===== src/rtl/csr_trap_ctrl.sv =====
// Commit-stage trap sequencer: picks the highest-priority trap/MRET event at
// commit, hands one atomic command to the CSR file, redirects the front end
// once, then holds commit off until the pipeline has drained.
module csr_trap_ctrl #(
   parameter int unsigned      XLEN     = 64,
   parameter logic [XLEN-1:0]  RESET_PC = XLEN'(64'h8000_0000)
) (
   input  logic            clk,
   input  logic            reset,
   input  logic            commit_valid,
   output logic            commit_ready,
   input  logic [XLEN-1:0] commit_pc,
   input  logic            commit_ecall,
   input  logic            commit_misalign,
   input  logic [XLEN-1:0] commit_badaddr,
   input  logic            commit_mret,
   input  logic [1:0]      priv_mode,
   input  logic            mstatus_mie,
   input  logic [XLEN-1:0] mip,
   input  logic [XLEN-1:0] mie,
   input  logic [XLEN-1:0] mtvec,
   input  logic [XLEN-1:0] mepc,
   output logic            csr_cmd_valid,
   input  logic            csr_cmd_ready,
   output logic            csr_cmd_mret,
   output logic [XLEN-1:0] csr_cause,
   output logic [XLEN-1:0] csr_epc,
   output logic [XLEN-1:0] csr_tval,
   output logic            flush,
   input  logic            pipe_empty,
   output logic            redirect_valid,
   output logic [XLEN-1:0] redirect_pc
);

   typedef enum logic [1:0] {IDLE, ISSUE, REDIRECT, DRAIN} state_e;

   localparam logic [XLEN-1:0] IRQ_MASK = XLEN'(12'h888);

   state_e          state_q, state_d;
   logic            mret_q, mret_d;
   logic [XLEN-1:0] cause_q, cause_d;
   logic [XLEN-1:0] epc_q, epc_d;
   logic [XLEN-1:0] tval_q, tval_d;
   logic [XLEN-1:0] redirect_pc_q, redirect_pc_d;

   logic [XLEN-1:0] pend;
   logic            int_en;
   logic            evt_valid;
   logic            evt_mret;
   logic [XLEN-1:0] evt_cause;
   logic [XLEN-1:0] evt_epc;
   logic [XLEN-1:0] evt_tval;
   logic [XLEN-1:0] base;
   logic [XLEN-1:0] target;
   logic            unused_irq;

   // Only MEI/MSI/MTI are arbitrated; other pending bits are ignored.
   assign unused_irq = |(mip & mie & ~IRQ_MASK);

   // Event arbitration at commit: interrupts (MEI > MSI > MTI), misalign, ecall, mret.
   always_comb begin
      pend      = mip & mie;
      int_en    = (priv_mode != 2'd3) || mstatus_mie;
      evt_valid = 1'b0;
      evt_mret  = 1'b0;
      evt_cause = '0;
      evt_epc   = '0;
      evt_tval  = '0;
      if (commit_valid) begin
         if (int_en && (pend[11] || pend[3] || pend[7])) begin
            evt_valid = 1'b1;
            evt_epc   = commit_pc;
            if (pend[11])     evt_cause = {1'b1, {(XLEN-5){1'b0}}, 4'd11};
            else if (pend[3]) evt_cause = {1'b1, {(XLEN-5){1'b0}}, 4'd3};
            else              evt_cause = {1'b1, {(XLEN-5){1'b0}}, 4'd7};
         end else if (commit_misalign) begin
            evt_valid = 1'b1;
            evt_epc   = commit_pc;
            evt_tval  = commit_badaddr;
         end else if (commit_ecall) begin
            evt_valid = 1'b1;
            evt_epc   = commit_pc;
            evt_cause = XLEN'(8) + XLEN'(priv_mode);
         end else if (commit_mret) begin
            evt_valid = 1'b1;
            evt_mret  = 1'b1;
         end
      end
   end

   // Redirect target from the post-update CSR values; vectored only for interrupts.
   always_comb begin
      base = {mtvec[XLEN-1:2], 2'b00};
      if (mret_q)
         target = mepc;
      else if (mtvec[1:0] == 2'b01 && cause_q[XLEN-1])
         target = base + {{(XLEN-6){1'b0}}, cause_q[3:0], 2'b00};
      else
         target = base;
   end

   // Sequencer next-state and handshake/flush/redirect outputs.
   always_comb begin
      state_d        = state_q;
      mret_d         = mret_q;
      cause_d        = cause_q;
      epc_d          = epc_q;
      tval_d         = tval_q;
      redirect_pc_d  = redirect_pc_q;
      commit_ready   = 1'b0;
      csr_cmd_valid  = 1'b0;
      redirect_valid = 1'b0;
      flush          = 1'b0;
      redirect_pc    = redirect_pc_q;
      case (state_q)
         IDLE: begin
            commit_ready = 1'b1;
            // reset gating keeps flush low while the async reset is asserted
            if (evt_valid && reset) begin
               flush   = 1'b1;
               mret_d  = evt_mret;
               cause_d = evt_cause;
               epc_d   = evt_epc;
               tval_d  = evt_tval;
               state_d = ISSUE;
            end
         end
         ISSUE: begin
            csr_cmd_valid = 1'b1;
            flush         = 1'b1;
            if (csr_cmd_ready) state_d = REDIRECT;
         end
         REDIRECT: begin
            redirect_valid = 1'b1;
            flush          = 1'b1;
            redirect_pc    = target;
            redirect_pc_d  = target;
            state_d        = DRAIN;
         end
         DRAIN: begin
            flush = 1'b1;
            if (pipe_empty) state_d = IDLE;
         end
         default: state_d = IDLE;
      endcase
   end

   // State and command-field registers.
   always_ff @(posedge clk or negedge reset) begin
      if (!reset) begin
         state_q       <= IDLE;
         mret_q        <= 1'b0;
         cause_q       <= '0;
         epc_q         <= '0;
         tval_q        <= '0;
         redirect_pc_q <= RESET_PC;
      end else begin
         state_q       <= state_d;
         mret_q        <= mret_d;
         cause_q       <= cause_d;
         epc_q         <= epc_d;
         tval_q        <= tval_d;
         redirect_pc_q <= redirect_pc_d;
      end
   end

   assign csr_cmd_mret = mret_q;
   assign csr_cause    = cause_q;
   assign csr_epc      = epc_q;
   assign csr_tval     = tval_q;

endmodule


===== config.mk =====
export PLATFORM = sky130hd
export DESIGN_NAME = csr_trap_ctrl
export DESIGN_NICKNAME = d
export VERILOG_FILES = /design/src/rtl/csr_trap_ctrl.sv
export SDC_FILE = /design/constraint.sdc
export NUM_CORES = 1
export LEC_CHECK = 0
export CAP_MARGIN = 25
export CORE_AREA = 4 4 254 256
export CTS_BUF_LIST = sky130_fd_sc_hd__clkbuf_2 sky130_fd_sc_hd__clkbuf_4 sky130_fd_sc_hd__clkbuf_8
export CTS_CLUSTER_SIZE = 14
export DETAILED_ROUTE_END_ITERATION = 6
export DIE_AREA = 0 0 258 260
export GPL_TIMING_DRIVEN = 0
export PLACE_DENSITY_LB_ADDON = 0.2
export SLEW_MARGIN = 40
export SYNTH_ARGS = -nofsm -noshare
export SYNTH_HDL_FRONTEND = slang
export SYNTH_SLANG_ARGS = --single-unit

===== constraint.sdc =====
create_clock -name clk -period 3.3 [get_ports clk]
set_input_delay 0.66 -clock clk [delete_from_list [all_inputs] [get_ports clk]]
set_output_delay 0.66 -clock clk [all_outputs]
set_load 0.01 [all_outputs]

==> results of run 1 <==
through the flow:
step,hold slack [ns],instances
4_1_cts,0.499,2670
2_1_floorplan,0.364,1264
3_3_place_gp,0.461,2584
3_5_place_dp,0.470,2587
5_1_grt,0.494,2698
6_report,0.489,2699
cell type report:
cell class / count / share of cell area, %
Clock buffer: 17 / 1.27
Clock inverter: 12 / 0.879
Multi-Input combinational cell: 901 / 30.4
Buffer: 124 / 4.42
Sequential cell: 200 / 27.3
Timing Repair Buffer: 565 / 29.2
Antenna cell: 1 / 0.0136
Inverter: 33 / 0.695
Tap cell: 846 / 5.77
flip-flops by register name, indices dropped and copies added (netlist names):
name / flops
csr_cause: 5
redirect_pc_q: 64
csr_cmd_mret: 1
state_q: 2
csr_tval: 64
csr_epc: 64
Yosys cell counts, types with 2 or more instances:
| cell | n |
|---|---|
| a21o_1 | 2 |
| a21oi_1 | 50 |
| a31oi_1 | 3 |
| and2_1 | 2 |
| and3_1 | 3 |
| and4_1 | 3 |
| buf_1 | 2 |
| buf_2 | 10 |
| buf_4 | 67 |
| clkbuf_1 | 51 |
| dfrtp_1 | 199 |
| ha_1 | 9 |
| inv_1 | 33 |
| mux2_2 | 11 |
| mux2i_1 | 4 |
| nand2_1 | 303 |
| nand3_1 | 24 |
| nand4_1 | 19 |
| nor2_1 | 28 |
| nor2b_1 | 40 |
| nor3_1 | 32 |
| nor4_1 | 14 |
| o211ai_1 | 4 |
| o21ai_0 | 183 |
| o21ai_1 | 14 |
| o22ai_1 | 14 |
| o31a_1 | 6 |
| or2_2 | 2 |
| or3_1 | 5 |
| xnor2_1 | 42 |
| xor2_1 | 7 |
cells by family after synthesis:
kind of cell	count (synthesis)	synth area share (%)
buf+inv	163	8.48
simple gates	484	21.2
flops	200	48.5
mux	15	1.59
xor+xnor	49	4.15
fa+ha+maj	10	1.28
compound gates	284	14.8
other cells	1	0.0363
how the worst max path moves through the flow:
stage | endpoint | cells after the start | startpoint
floorplan | redirect_pc[27] | 8 | mtvec[5]
global placement | csr_epc[45] | 8 | reset
detailed placement | redirect_pc[63] | 8 | mtvec[28]
CTS | redirect_pc[27] | 8 | csr_cause[3]
global route | redirect_pc[30] | 11 | csr_cause[0]
finish | redirect_pc[42] | 8 | mtvec[37]
worst min-delay path: cells and delay by family, from the launching register on:
kind | cells | cell delay (ns)
compound gates | 1 | 0.06
flops | 1 | 0.36
simple gates | 1 | 0.05
what timing repair did:
action                                  4_1_cts  5_1_grt
buffers inserted                             59       27
hold endpoints to repair                     30        0
gates resized for setup                     467       98
endpoints found under the setup margin       66       65
pin swaps                                    79       77
gates cloned                                  0        1
hold buffers                                  1        0
power breakdown:
| part | leakage, nW | internal, mW | switching, mW | total (mW) |
|---|---|---|---|---|
| clock network | 0.198 | 0.691 | 1.08 | 1.77 |
| logic | 5.10 | 3.43 | 3.62 | 7.05 |
| registers | 2.59 | 3.40 | 0.488 | 3.88 |
| total | 7.90 | 7.52 | 5.18 | 12.7 |
layer usage:
layer,vias up,share of wire (%),track usage [%],wire length (um)
met5,-,0.080,0,41
met2,405,50,25.4,25400
met3,63,8.5,6.00,4350
li1,5207,-,-,-
met4,6,2.4,4.54,1240
met1,5227,39,16.6,20200
==> results.sh, run 1 <==
export IMPL_crit_required_ns=2.64
export IMPL_max_cap_violations=0
export IMPL_vias=10900
export IMPL_rrSetupSlack_ns=0.65
export IMPL_reg2reg_depth=12
export IMPL_die_w_um=258
export IMPL_clock_sinks=200
export IMPL_layout_common_cells="384 x clkdlybuf4s50_1, 300 x nand2_1, 193 x dfrtp_1, 142 x o21ai_0, 135 x buf_4"
export IMPL_cellPowerDensity_mw_per_mm2=692
export IMPL_grt_total_usage_pct=14.7
export IMPL_final_area_sq_mm=0.0184
export IMPL_drt_iter0_drc=328
export IMPL_die_y_um=260
export IMPL_crit_family="simple AND/OR/NAND/NOR gates"
export IMPL_hold_class="reg2reg"
export IMPL_async_flop_share_pct=100
export IMPL_max_freq_mhz=263
export IMPL_initial_core_util_pct=16.5
export IMPL_dr_pass1_iters=4
export IMPL_leakage_nw=7.90
export IMPL_setup_violations=56
export IMPL_cts_path_max_buffers=2
export IMPL_ff_latch_area_sq_mm=0.00501
export IMPL_yosys_warnings=0
export IMPL_cp_data_arrival_time_ns=3.14
export IMPL_multiInputGateArea_sq_mm=0.00559
export IMPL_antenna_found_initial=4
export IMPL_status="finished with violations"
export IMPL_syn_avg_cell_area_sq_um=8.57
export IMPL_synth_area_leaders="dfrtp_1 48%, nand2_1 11%, o21ai_0 8.9%"
export IMPL_post_drt_via_cell_ratio=4.04
export IMPL_grt_pass1_wl_um=74300
export IMPL_syn_inst=1206
export IMPL_path_common_cell="and4_4"
export IMPL_slowest_delay_ns=0.59
export IMPL_grt_pass1_vias=11300
export IMPL_finClkSkew_ns=0.0299
export IMPL_final_common_cell="clkdlybuf4s50_1"
export IMPL_whs_endpoint="csr_tval[6]"
export IMPL_ioPinCount=656
export IMPL_post_route_period_util_pct=115
export IMPL_ys_ff_latch=200
export IMPL_setup_tns_ns=-16.00
export IMPL_syn_to_final_growth_pct=77.7
export IMPL_slew_headroom_pct=60.0
export IMPL_hold_viol_final=0
export IMPL_final_antenna_net_count=0
export IMPL_totalPowerFinal_mw=12.7
export IMPL_fin_crit_ns=3.80
export IMPL_r2r_end="redirect_pc_q[34]"
export IMPL_grt_overflow_total=0
export IMPL_synth_edff_count=0
export IMPL_min_path_cells=2
export IMPL_crit_fanout=7
export IMPL_violations="setup timing"
export IMPL_place_area_sq_mm=0.0165
export IMPL_slew_violations=0
export IMPL_tightest_slew_ns=0.600
export IMPL_final_core_util_pct=29.4
export IMPL_path_class="in2out"
export IMPL_clock_root_buffer="clkbuf_8"
export IMPL_path_cells="clkdlybuf4s50_1 -> and4_4 -> and4_4 -> nand2_1 -> or3_4 -> a31oi_4 -> mux2_4 -> buf_6"
export IMPL_startpoint_type="input port"
export IMPL_ys_seq_area_share_pct=48.5
export IMPL_place_ws_ns=-1.66
export IMPL_rsz0062_at_grt="true"
export IMPL_h_tree_depth=4
export IMPL_drive_above_1_share_pct=23.4
export IMPL_final_nets=2247
export IMPL_hp_start="csr_tval[6]"
export IMPL_core_sq_mm=0.0625
export IMPL_io_buffers=474
export IMPL_critPathCaptureType="output port"
export IMPL_grt_max_degree=67
export IMPL_wl_per_cell_um=19.0
export IMPL_synth_cell_type_count=51
export IMPL_synthDominantCellAreaShare_pct=48.2
export IMPL_critical_path_slowest_cell="clkdlybuf4s50_1"
export IMPL_clk_insertion_delay_late_ns=0.57
export IMPL_synth_top_flop_cell="dfrtp_1"
export IMPL_fin_ws_ns=-0.503
export IMPL_clkTransAtPathRegs_ns=0.10
export IMPL_dieArea_sq_mm=0.0671
export IMPL_cts_buffers_inserted=17
export IMPL_rows=92
export IMPL_routed_wl_um=51300
export IMPL_fillers=6700
export IMPL_r2r_start="csr_cause[1]"
export IMPL_critPathBufInv=2
export IMPL_yosys_area_top_type="dfrtp_1"
export IMPL_irDropWorstVdd_mv=0.278
export IMPL_gp_congestion=0.837
export IMPL_drc=0
export IMPL_cts_tree="yes"
export IMPL_place_hpwl_um=39900
export IMPL_synth_cell_area_sq_mm=0.0103
No activity file was read; power rests on OpenSTA's default activity.
==> inputs of run 2 (changes only) <==
--- a/config.mk
+++ b/config.mk
@@ -13,6 +13,7 @@
 export DIE_AREA = 0 0 258 260
 export GPL_TIMING_DRIVEN = 0
 export PLACE_DENSITY_LB_ADDON = 0.2
+export REMOVE_ABC_BUFFERS = 1
 export SLEW_MARGIN = 40
 export SYNTH_ARGS = -nofsm -noshare
 export SYNTH_HDL_FRONTEND = slang
==> run 2 against run 1 <==
The run still ends with setup timing left. Largest cell class unchanged. Clock skew fell by 0.0047 ns. Fmax rose by 1.5%. Hold slack improved by 0.00083 ns. Clock power barely moved. Critical endpoint is now redirect_pc[62]. Setup slack improved by 0.055 ns.
==> results.sh, run 2 (synthesis results as in run 1) <==
export IMPL_post_drt_via_cell_ratio=3.96
export IMPL_place_area_sq_mm=0.0161
export IMPL_met3_usage_pct=5.71
export IMPL_dieArea_sq_mm=0.0671
export IMPL_fillers=6665
export IMPL_grt_total_usage_pct=14.0
export IMPL_cts_tree="yes"
export IMPL_critPathCaptureType="output port"
export IMPL_clock_sinks=200
export IMPL_crit_required_ns=2.64
export IMPL_cts_buffers_inserted=17
export IMPL_max_freq_mhz=267
export IMPL_grt_pass1_wl_um=70700
export IMPL_irDropWorstVdd_mv=0.257
export IMPL_final_common_cell="clkdlybuf4s50_1"
export IMPL_leakage_nw=7.56
export IMPL_ioPinCount=656
export IMPL_fin_ws_ns=-0.448
export IMPL_clk_insertion_delay_late_ns=0.56
export IMPL_grt_max_degree=62
export IMPL_h_tree_depth=4
export IMPL_startpoint_type="input port"
export IMPL_max_cap_violations=0
export IMPL_drt_iter0_drc=378
export IMPL_rrSetupSlack_ns=0.62
export IMPL_rows=92
export IMPL_grt_overflow_total=0
export IMPL_finClkSkew_ns=0.0252
export IMPL_initial_core_util_pct=16.5
export IMPL_io_buffers=474
export IMPL_drc=0
export IMPL_cp_data_arrival_time_ns=3.09
export IMPL_die_y_um=260
export IMPL_clkTransAtPathRegs_ns=0.12
export IMPL_wl_per_cell_um=18.6
export IMPL_crit_fanout=6
export IMPL_place_hpwl_um=35500
export IMPL_hold_viol_final=0
export IMPL_setup_tns_ns=-15.13
export IMPL_grtUsageMet1_pct=16.7
export IMPL_drive_above_1_share_pct=20.2
export IMPL_cts_path_max_buffers=2
export IMPL_post_route_period_util_pct=114
export IMPL_use_met2_pct=23.4
export IMPL_place_ws_ns=-1.79
export IMPL_syn_to_final_growth_pct=75.2
export IMPL_busiest_layer="met2"
export IMPL_status="finished with violations"
export IMPL_cellPowerDensity_mw_per_mm2=699
export IMPL_routed_wl_um=48500
export IMPL_rsz0062_at_grt="true"
export IMPL_hold_class="reg2reg"
export IMPL_clock_root_buffer="clkbuf_8"
export IMPL_vias=10400
export IMPL_gp_congestion=0.786
export IMPL_final_area_sq_mm=0.0181
export IMPL_layout_common_cells="388 x clkdlybuf4s50_1, 301 x nand2_1, 193 x dfrtp_1, 146 x o21ai_0, 80 x buf_4"
export IMPL_path_class="in2out"
export IMPL_slew_violations=0
export IMPL_fin_crit_ns=3.75
export IMPL_core_sq_mm=0.0625
export IMPL_violations="setup timing"
export IMPL_antenna_found_initial=8
export IMPL_final_nets=2156
export IMPL_die_w_um=258
export IMPL_totalPowerFinal_mw=12.6
export IMPL_grt_pass1_vias=10700
export IMPL_dr_pass1_iters=4
export IMPL_final_antenna_net_count=0
export IMPL_setup_violations=59
run 2: changes by cell type in the layout (fill, tap and decap cells not counted), sizes merged:
cell / before / now
inv: 39 / 41
clkbuf: 65 / 21
and2: 2 / 3
clkdlybuf4s50: 384 / 388
diode: 1 / 5
buf: 228 / 176
clkinv: 2 / 4
dlygate4sd2: 18 / 22
dlymetal6s2s: 9 / 5
clkinvlp: 2 / 1
bufinv: 2 / 1
bufbuf: 0 / 1
run 2: critical path, cell delays in order:
cell,delay [ns]
clkdlybuf4s50_1,0.56
nand3_4,0.14
or2_4,0.34
or4_4,0.60
nor4_4,0.27
mux2i_1,0.23
o21ai_1,0.11
buf_2,0.16
run 2: timing repair:
item,4_1_cts,5_1_grt
setup endpoints to repair,75,71
endpoints found under the hold margin,29,0
pin swaps,91,72
gates cloned,3,1
buffers inserted,69,32
gates resized for setup,439,59
hold buffers,1,0
run 2: per-stage QoR:
stage	instances	utilization (%)	hold WS, ns
2_1_floorplan	1134	-	0.364
3_3_place_gp	2454	25.0	0.458
3_5_place_dp	2476	25.7	0.469
4_1_cts	2581	28.3	0.461
5_1_grt	2611	28.9	0.518
6_report	2615	29.0	0.490
run 2: worst paths after layout:
path                                           to  cells past startpoint          from
worst max-delay path              redirect_pc[62]                      8      mtvec[9]
worst min-delay path                   csr_epc[7]                      2    csr_epc[7]
worst max register to register  redirect_pc_q[50]                     12  csr_cause[2]
worst min register to register         csr_epc[7]                      2    csr_epc[7]
max in group asynchronous            csr_tval[14]                      4         reset
min in group asynchronous        redirect_pc_q[1]                      2         reset
run 2: final cells by class:
| cell class | count | area, sq um | area share, % |
|---|---|---|---|
| tap | 846 | 1060 | 5.85 |
| inverter | 33 | 126 | 0.698 |
| timing repair buffer | 597 | 5900 | 32.6 |
| clock buffer | 18 | 241 | 1.33 |
| antenna | 5 | 12.5 | 0.0691 |
| clock inverter | 14 | 173 | 0.954 |
| multi-input combinational | 902 | 5580 | 30.8 |
| sequential | 200 | 5010 | 27.7 |
run 2: routing by layer:
metal / share of wire, % / wire length [um]
met2: 48 / 23200
met5: 0.082 / 40
met3: 9.4 / 4550
met4: 1.6 / 753
met1: 41 / 19900
run 2: power by group:
group	internal [mW]	total, mW	switching [mW]
logic	3.54	6.99	3.45
registers	3.39	3.87	0.477
clock network	0.654	1.79	1.13
